**src/rtl/gcn_coo_aggregation.sv**
```systemverilog
// GCN aggregation stage.
// Latches the transformed feature matrix, then walks the COO edge list one
// edge per cycle. For each valid undirected edge (a,b) the neighbour's latched
// row is added into each endpoint's running sum. Each row starts from its own
// self term. done rises once the last edge has been consumed.
module gcn_coo_aggregation #(
  parameter int FEATURE_ROWS    = 6,
  parameter int WEIGHT_COLS     = 3,
  parameter int DOT_PROD_WIDTH  = 16,
  parameter int NUM_OF_NODES    = 6,
  parameter int COO_NUM_OF_COLS = 6,
  parameter int COO_NUM_OF_ROWS = 2,
  parameter int COO_BW          = $clog2(COO_NUM_OF_COLS)
) (
  input  logic                                                          clk,
  input  logic                                                          reset,
  input  logic                                                          start,
  input  logic [0:FEATURE_ROWS-1][0:WEIGHT_COLS-1][DOT_PROD_WIDTH-1:0] fm_in,
  input  logic [0:COO_NUM_OF_ROWS-1][COO_BW-1:0]                        coo_in,
  output logic [COO_BW-1:0]                                             coo_address,
  output logic [0:FEATURE_ROWS-1][0:WEIGHT_COLS-1][DOT_PROD_WIDTH-1:0] agg_out,
  output logic                                                          done
);

  typedef enum logic [1:0] {IDLE, EDGE, DONE} state_t;

  typedef logic [0:WEIGHT_COLS-1][DOT_PROD_WIDTH-1:0] row_t;
  typedef logic [0:FEATURE_ROWS-1][0:WEIGHT_COLS-1][DOT_PROD_WIDTH-1:0] matrix_t;

  localparam logic [COO_BW-1:0] LAST_EDGE = COO_BW'(COO_NUM_OF_COLS - 1);

  state_t          state;
  state_t          next_state;
  matrix_t         fm_reg;
  matrix_t         agg_next;
  logic [COO_BW-1:0] node_a;
  logic [COO_BW-1:0] node_b;
  logic            edge_valid;
  row_t            row_a;
  row_t            row_b;

  assign node_a = coo_in[0];
  assign node_b = coo_in[1];
  assign edge_valid = (node_a != '0) && (int'(node_a) <= NUM_OF_NODES) &&
                      (node_b != '0) && (int'(node_b) <= NUM_OF_NODES);

  // Pick the latched rows of both endpoints (1-based IDs) without out-of-range indexing.
  always_comb begin
    row_a = '0;
    row_b = '0;
    for (int r = 0; r < FEATURE_ROWS; r++) begin
      if (int'(node_a) == r + 1) row_a = fm_reg[r];
      if (int'(node_b) == r + 1) row_b = fm_reg[r];
    end
  end

  // Sums after consuming the current edge; a self-edge adds its own row once.
  always_comb begin
    agg_next = agg_out;
    if (edge_valid) begin
      for (int r = 0; r < FEATURE_ROWS; r++) begin
        for (int c = 0; c < WEIGHT_COLS; c++) begin
          if (int'(node_a) == r + 1)
            agg_next[r][c] = agg_out[r][c] + row_b[c];
          else if (int'(node_b) == r + 1)
            agg_next[r][c] = agg_out[r][c] + row_a[c];
        end
      end
    end
  end

  // Next-state selection: start launches a run, last edge finishes it, start low rearms.
  always_comb begin
    next_state = state;
    case (state)
      IDLE:    if (start) next_state = EDGE;
      EDGE:    if (coo_address == LAST_EDGE) next_state = DONE;
      DONE:    if (!start) next_state = IDLE;
      default: next_state = IDLE;
    endcase
  end

  // State register.
  always_ff @(posedge clk) begin
    if (reset) state <= IDLE;
    else       state <= next_state;
  end

  // Datapath: latch FM, accumulate per edge, advance the edge address, drive done.
  always_ff @(posedge clk) begin
    if (reset) begin
      fm_reg      <= '0;
      agg_out     <= '0;
      coo_address <= '0;
      done        <= 1'b0;
    end else begin
      case (state)
        IDLE: begin
          done <= 1'b0;
          if (start) begin
            fm_reg      <= fm_in;
            agg_out     <= fm_in;
            coo_address <= '0;
          end
        end
        EDGE: begin
          agg_out <= agg_next;
          if (coo_address == LAST_EDGE) done <= 1'b1;
          else coo_address <= coo_address + 1'b1;
        end
        DONE: begin
          if (!start) done <= 1'b0;
        end
        default: done <= 1'b0;
      endcase
    end
  end

endmodule

```
**config.mk**
```make
export PLATFORM = sky130hd
export DESIGN_NAME = gcn_coo_aggregation
export DESIGN_NICKNAME = d
export VERILOG_FILES = /design/src/rtl/gcn_coo_aggregation.sv
export SDC_FILE = /design/constraint.sdc
export NUM_CORES = 2
export LEC_CHECK = 0
export BUFFER_PORTS_ARGS = -buffer_cell sky130_fd_sc_hd__buf_2
export CAP_MARGIN = 10
export CORE_AREA = 10 10 255 354
export DETAILED_ROUTE_END_ITERATION = 12
export DIE_AREA = 0 0 265 364
export GPL_TIMING_DRIVEN = 0
export MAX_ROUTING_LAYER = met4
export PLACE_DENSITY = 0.71
export SLEW_MARGIN = 5
export SYNTH_ARGS = -nofsm -noshare
export SYNTH_HDL_FRONTEND = slang
export SYNTH_SLANG_ARGS = --single-unit
```
**constraint.sdc**
```tcl
create_clock -name clk -period 9.7 [get_ports clk]
set_clock_uncertainty 0.2 [all_clocks]
set_input_delay 1.94 -clock clk [delete_from_list [all_inputs] [get_ports clk]]
set_output_delay 1.94 -clock clk [all_outputs]
set_load 0.02 [all_outputs]
```
# --- Word-level counts from Yosys, hierarchy flattened ---
# Cells that the tools add are included.
classes:
  add_sub_neg: 37
  order_cmp: 2
  eq_ne: 26
  mux: 61
  reduce_logical: 17
op_table:
  columns: ["cell", "count"]
  rows:
  - ["$add 16x16->16", 36]
  - ["$mux 16", 36]
  - ["$mux 288", 2]
  - ["$mux 48", 12]
  - ["$pmux 288 s2", 1]
  - ["$eq 3x3->1 const B", 9]
  - ["$reduce_and 4->1", 6]
  - ["$ne 3x3->1 const B", 6]
  - ["$eq 3x2->1 const B", 4]
  - ["$ne 2x2->1 const B", 5]
  - ["$le 3x3->1 const B", 2]
  - ["$mux 2", 3]
  - ["$mux 3", 2]
  - ["$pmux 2 s3", 1]
  - ["$pmux 3 s2", 1]
  - ["$reduce_and 3->1", 2]
  - ["$reduce_bool 3->1", 2]
  - ["$reduce_and 2->1", 2]
  - ["$add 3x1->3 const B", 1]
  - ["$logic_and 1x1->1", 3]
  - ["$eq 2x1->1 const B", 1]
  - ["$eq 2x2->1 const B", 1]
  - ["$logic_not 2->1", 1]
  - ["$mux 1", 2]
  - ["other kinds (2)", 2]
totals:
  regBits: 582
  in_bits: 297
  out_inout_bits: 292
  wordCells: 182

# --- Longest topological paths before layout ---
depth:
  depth_word: 12
  ltp_mapped: 21
  depth_no_buf: 17

# --- Worst setup path before layout ---
# OpenSTA, ideal clock, no wires.
synth_timing:
  kind: "input to register"
  startpoint: "in coo_in[3] (netlist name)"
  endpoint: "reg agg_out[124] (netlist name)"
  setup_time_ns: 0.117
  arrival_ns: 6.026
  t_required_ns: 9.383
  setup_slack_ns: 3.356
  stages: 20
  path_buffers: 4
  cell_sequence: "buf_2 buf_2 buf_2 buf_2 mux2_2 a221oi_1 a21oi_1 o21ai_0 mux2i_1 ha_1 fa_1 a21o_1 a21o_1 a211oi_1 o21bai_1 a41oi_1 a21oi_1 xor2_1 a221o_1 a32o_1"
synth_between:
  elab_chain_len: 12
  elab_cells_between_ends: 25
  classes_between: "add/sub (1); order compare (1); eq/ne (8); mux (10); reduce/logical (5)"
synth_rtl:
  columns: ["item", "line_no", "source"]
  rows:
  - ["start, declared", "19", "input logic [0:COO_NUM_OF_ROWS-1][COO_BW-1:0] coo_in,"]
  - ["$eq 3x2->1", "52", "if (int'(node_a) == r + 1) row_a = fm_reg[r];"]
  - ["$mux 48 (6 in a row)", "52", null]
  - ["$add 16x16->16", "66", "agg_next[r][c] = agg_out[r][c] + row_a[c];"]
  - ["$mux 16", "65", "else if (int'(node_b) == r + 1)"]
  - ["$mux 16", "63", "if (int'(node_a) == r + 1)"]
  - ["$mux 288", "60", "if (edge_valid) begin"]
  - ["$pmux 288 s2", "97", "case (state)"]
  - ["end signal, assigned", "102", "agg_out <= fm_in;"]
  - ["end signal, assigned", "107", "agg_out <= agg_next;"]
  - ["end, declared", "21", "output logic [0:FEATURE_ROWS-1][0:WEIGHT_COLS-1][DOT_PROD_WIDTH-1:0] agg_out,"]
# Parallel ways exist; a longest one is shown, timed or not. The select of a mux whose other input is x is not followed.
# A chain may end at the register's enable or synchronous reset.

# --- Final worst setup path ---
layout_timing:
  startpoint: "in coo_in[1] (netlist name)"
  endpoint: "reg agg_out[15] (netlist name)"
layout_between:
  elab_chain_len: 11
  elab_cells_between_ends: 23
  classes_between: "add/sub (1); order compare (1); eq/ne (8); mux (9); reduce/logical (4)"
layout_rtl:
  columns: ["item", "line_no", "source"]
  rows:
  - ["$eq 3x2->1", "53", "if (int'(node_b) == r + 1) row_b = fm_reg[r];"]
  - ["$mux 48 (6 in a row)", "53", null]
  - ["$add 16x16->16", "64", "agg_next[r][c] = agg_out[r][c] + row_b[c];"]
  - ["$mux 16", "63", null]
  - ["$mux 288", "60", null]
  - ["$pmux 288 s2", "97", null]
# Parallel ways exist; a longest one is shown, timed or not. The select of a mux whose other input is x is not followed.

==> reports/qor.yml <==
grt_setup_unrepaired: "no"
synth_seq_cells: 582
multi_input_area_mm2: 0.0281
drc: 0
synth_area_leader_cell: "dfxtp_1"
nFillCells: 8019
power.density_mw_per_mm2: 191
path_clk_slew_ns: 0.07
synth_top_area_share: 0.282
first_global_vias: 49087
worst_slew_pin_slew_ns: 1.60
start_util: 0.493
drive_above_1_share: 0.158
clock_tree.buffer_depth: 3
nets: 6726
r2r_slack_ns: 3.44
cts_setup_buffers: 0
htree_levels: 3
slowest_stage: "a21boi_0"
place.port_buffers: 586
clock.fmax_mhz: 112
cp_slowest_stage_delay_ns: 1.19
io_pins: 589
p_leak_nw: 22.0
routed_wl_mm: 288
post-dp-hpwl_mm: 223
gp_congestion: 1.14
required_ns: 10.08
period_needed_ns: 8.91
final.period_utilization: 0.919
dr.pass1.iters: 9
ir_worst_vdd_mv: 0.151
syn_area_mm2: 0.0414
synthToLayoutAreaGrowth_pct: 18.3
hold_buffers: 0
routedWlPerCell_um: 39.3
ctsResizeCount: 0
cts_sinks: 582
hold_viol: 0
total_power_mw: 9.33
drtIter0Drc: 9179
synthArstFlopShare: 0
drv_cap: 8
core_area_mm2: 0.0839
worstPathArrival_ns: 9.29
dieHeight_um: 364
placementRows: 126
globalRouteTotalUtil: 0.589
cts_tree: "done"
cpMostUsedCell: "buf_2"
grt_pass1_wl_mm: 385
worstSetupStartpointType: "primary input"
grt-ovfl-total: 0
die_area_mm2: 0.0965
path_max_fanout: 10
slew_violations: 78
antenna_found_initial: 47
vias_per_cell: 7.16
register_area_mm2: 0.0117
mappedNetlistNets: 6020
slew_headroom: -0.0667
worstPathCellList: "buf_2, buf_6, clkbuf_1, buf_2, buf_2, mux2i_1, o211ai_1, nand2_1, a21boi_0, ha_1, a211oi_1, o211ai_1, a31oi_1, nor3_1, nor2_1, a21oi_1, xnor2_1, a211o_1, a21oi_1"
synth.avg_cell_area_um2: 7.64
vias: 52457
yosys_warnings: 0
ys_seq_area_frac: 0.282
setup_violations: 0
hold_ws_ns: 0.275
critPathKind: "in2reg"
violations: "capacitance limit, slew limit"
synthFlopType: "dfxtp_1"
synthCells: 5414
hp-class: "reg2reg"
status: "finished with violations"
die_x_um: 265
cts_buffers: 67
antenna_left: 0
grt_max_degree: 16
fin_util: 0.583
clk_latency_ns: 0.67
synth.distinct_cells: 87
fin_setup_tns_ns: 0
cts_root_buf: "clkbuf_16"
synth-edff-count: 0
netlist_top_cells_area: "dfxtp_1 28%, nand2_1 9.2%, ha_1 8.8%"
cp-end-kind: "flip-flop"
==> layout by cell type, fill, tap and decap left out, types with 101 or more instances in the layout <==
master       n
a211oi_1   109
a21oi_1    624
buf_2      631
clkbuf_1   277
dfxtp_1    582
ha_1       291
mux2i_1    295
nand2_1   1012
nor2_1     520
nor3_1     159
o211ai_1   101
o21ai_0    160
xnor2_1    156
==> stage by stage <==
| step | instance area [um^2] | cells | setup slack [ns] |
|---|---|---|---|
| after floorplan | 41400 | 5414 | 3.36 |
| final | 48900 | 7330 | 0.786 |
| after CTS | 48600 | 7245 | 1.71 |
| after global routing | 48900 | 7314 | 1.16 |
| after detailed placement | 46200 | 7128 | 1.07 |
| after global placement | 45700 | 7088 | -0.248 |
==> cell usage after synthesis, types with 14 or more instances <==
master / number
a211oi_1: 109
a21boi_0: 59
a21o_1: 64
a21oi_1: 624
a221o_1: 48
a221oi_1: 50
a222oi_1: 19
a311oi_1: 59
a31oi_1: 55
and3_1: 33
buf_1: 20
buf_2: 41
clkbuf_1: 305
dfxtp_1: 582
fa_1: 18
ha_1: 291
inv_1: 49
mux2_2: 97
mux2i_1: 295
nand2_1: 1012
nand2b_1: 25
nand3_1: 50
nor2_1: 520
nor2b_1: 24
nor3_1: 159
o211ai_1: 101
o21a_1: 14
o21ai_0: 198
o21bai_1: 32
o22ai_1: 25
or2_2: 15
or3_1: 24
xnor2_1: 156
xor2_1: 68
==> cell type report <==
type                    instances  share of cell area
multi-input cells            4413               0.575
repair buffers                637              0.0715
plain buffers                 369              0.0306
flip-flops and latches        582               0.238
well taps                    1088              0.0278
inverters                      50             0.00384
clock buffers                  85              0.0385
diodes                         74             0.00378
clock inverters                32              0.0107
==> power breakdown <==
part	internal, mW	switching (mW)	total, mW
Clock	1.71	1.22	2.93
Combinational	1.09	2.42	3.50
Sequential	2.61	0.292	2.90
==> metal layers <==
layer	routed length (um)	global-route usage
met5	0	-
met1	91000	0.587
met3	42700	0.269
met2	115000	0.814
met4	39600	0.629
==> cells by family after synthesis <==
group,count (synthesis),share of synthesized area
compound gates,1579,0.245
xor+xnor,224,0.0474
fa+ha+maj,309,0.0967
buf+inv,419,0.0396
flops,582,0.282
mux,393,0.0983
simple gates,1908,0.191
==> worst max-delay path, delay by kind of cell <==
kind,cells,cell delay (ns)
buffers and inverters,5,1.85
AOI/OAI and AO/OA,8,3.50
muxes,1,0.13
xor gates and xnor gates,1,0.31
and+or+nand+nor,3,1.17
adders and majority gates,1,0.33
==> final timing paths <==
kind,cells after the start,from,endpoint
setup / recovery,19,coo_in[1],agg_out[15]
hold / removal,2,agg_out[162],agg_out[162]
setup reg to reg,14,fm_reg[246],agg_out[15]
hold reg to reg,2,agg_out[162],agg_out[162]
No activity file was read; power rests on OpenSTA's default activity.
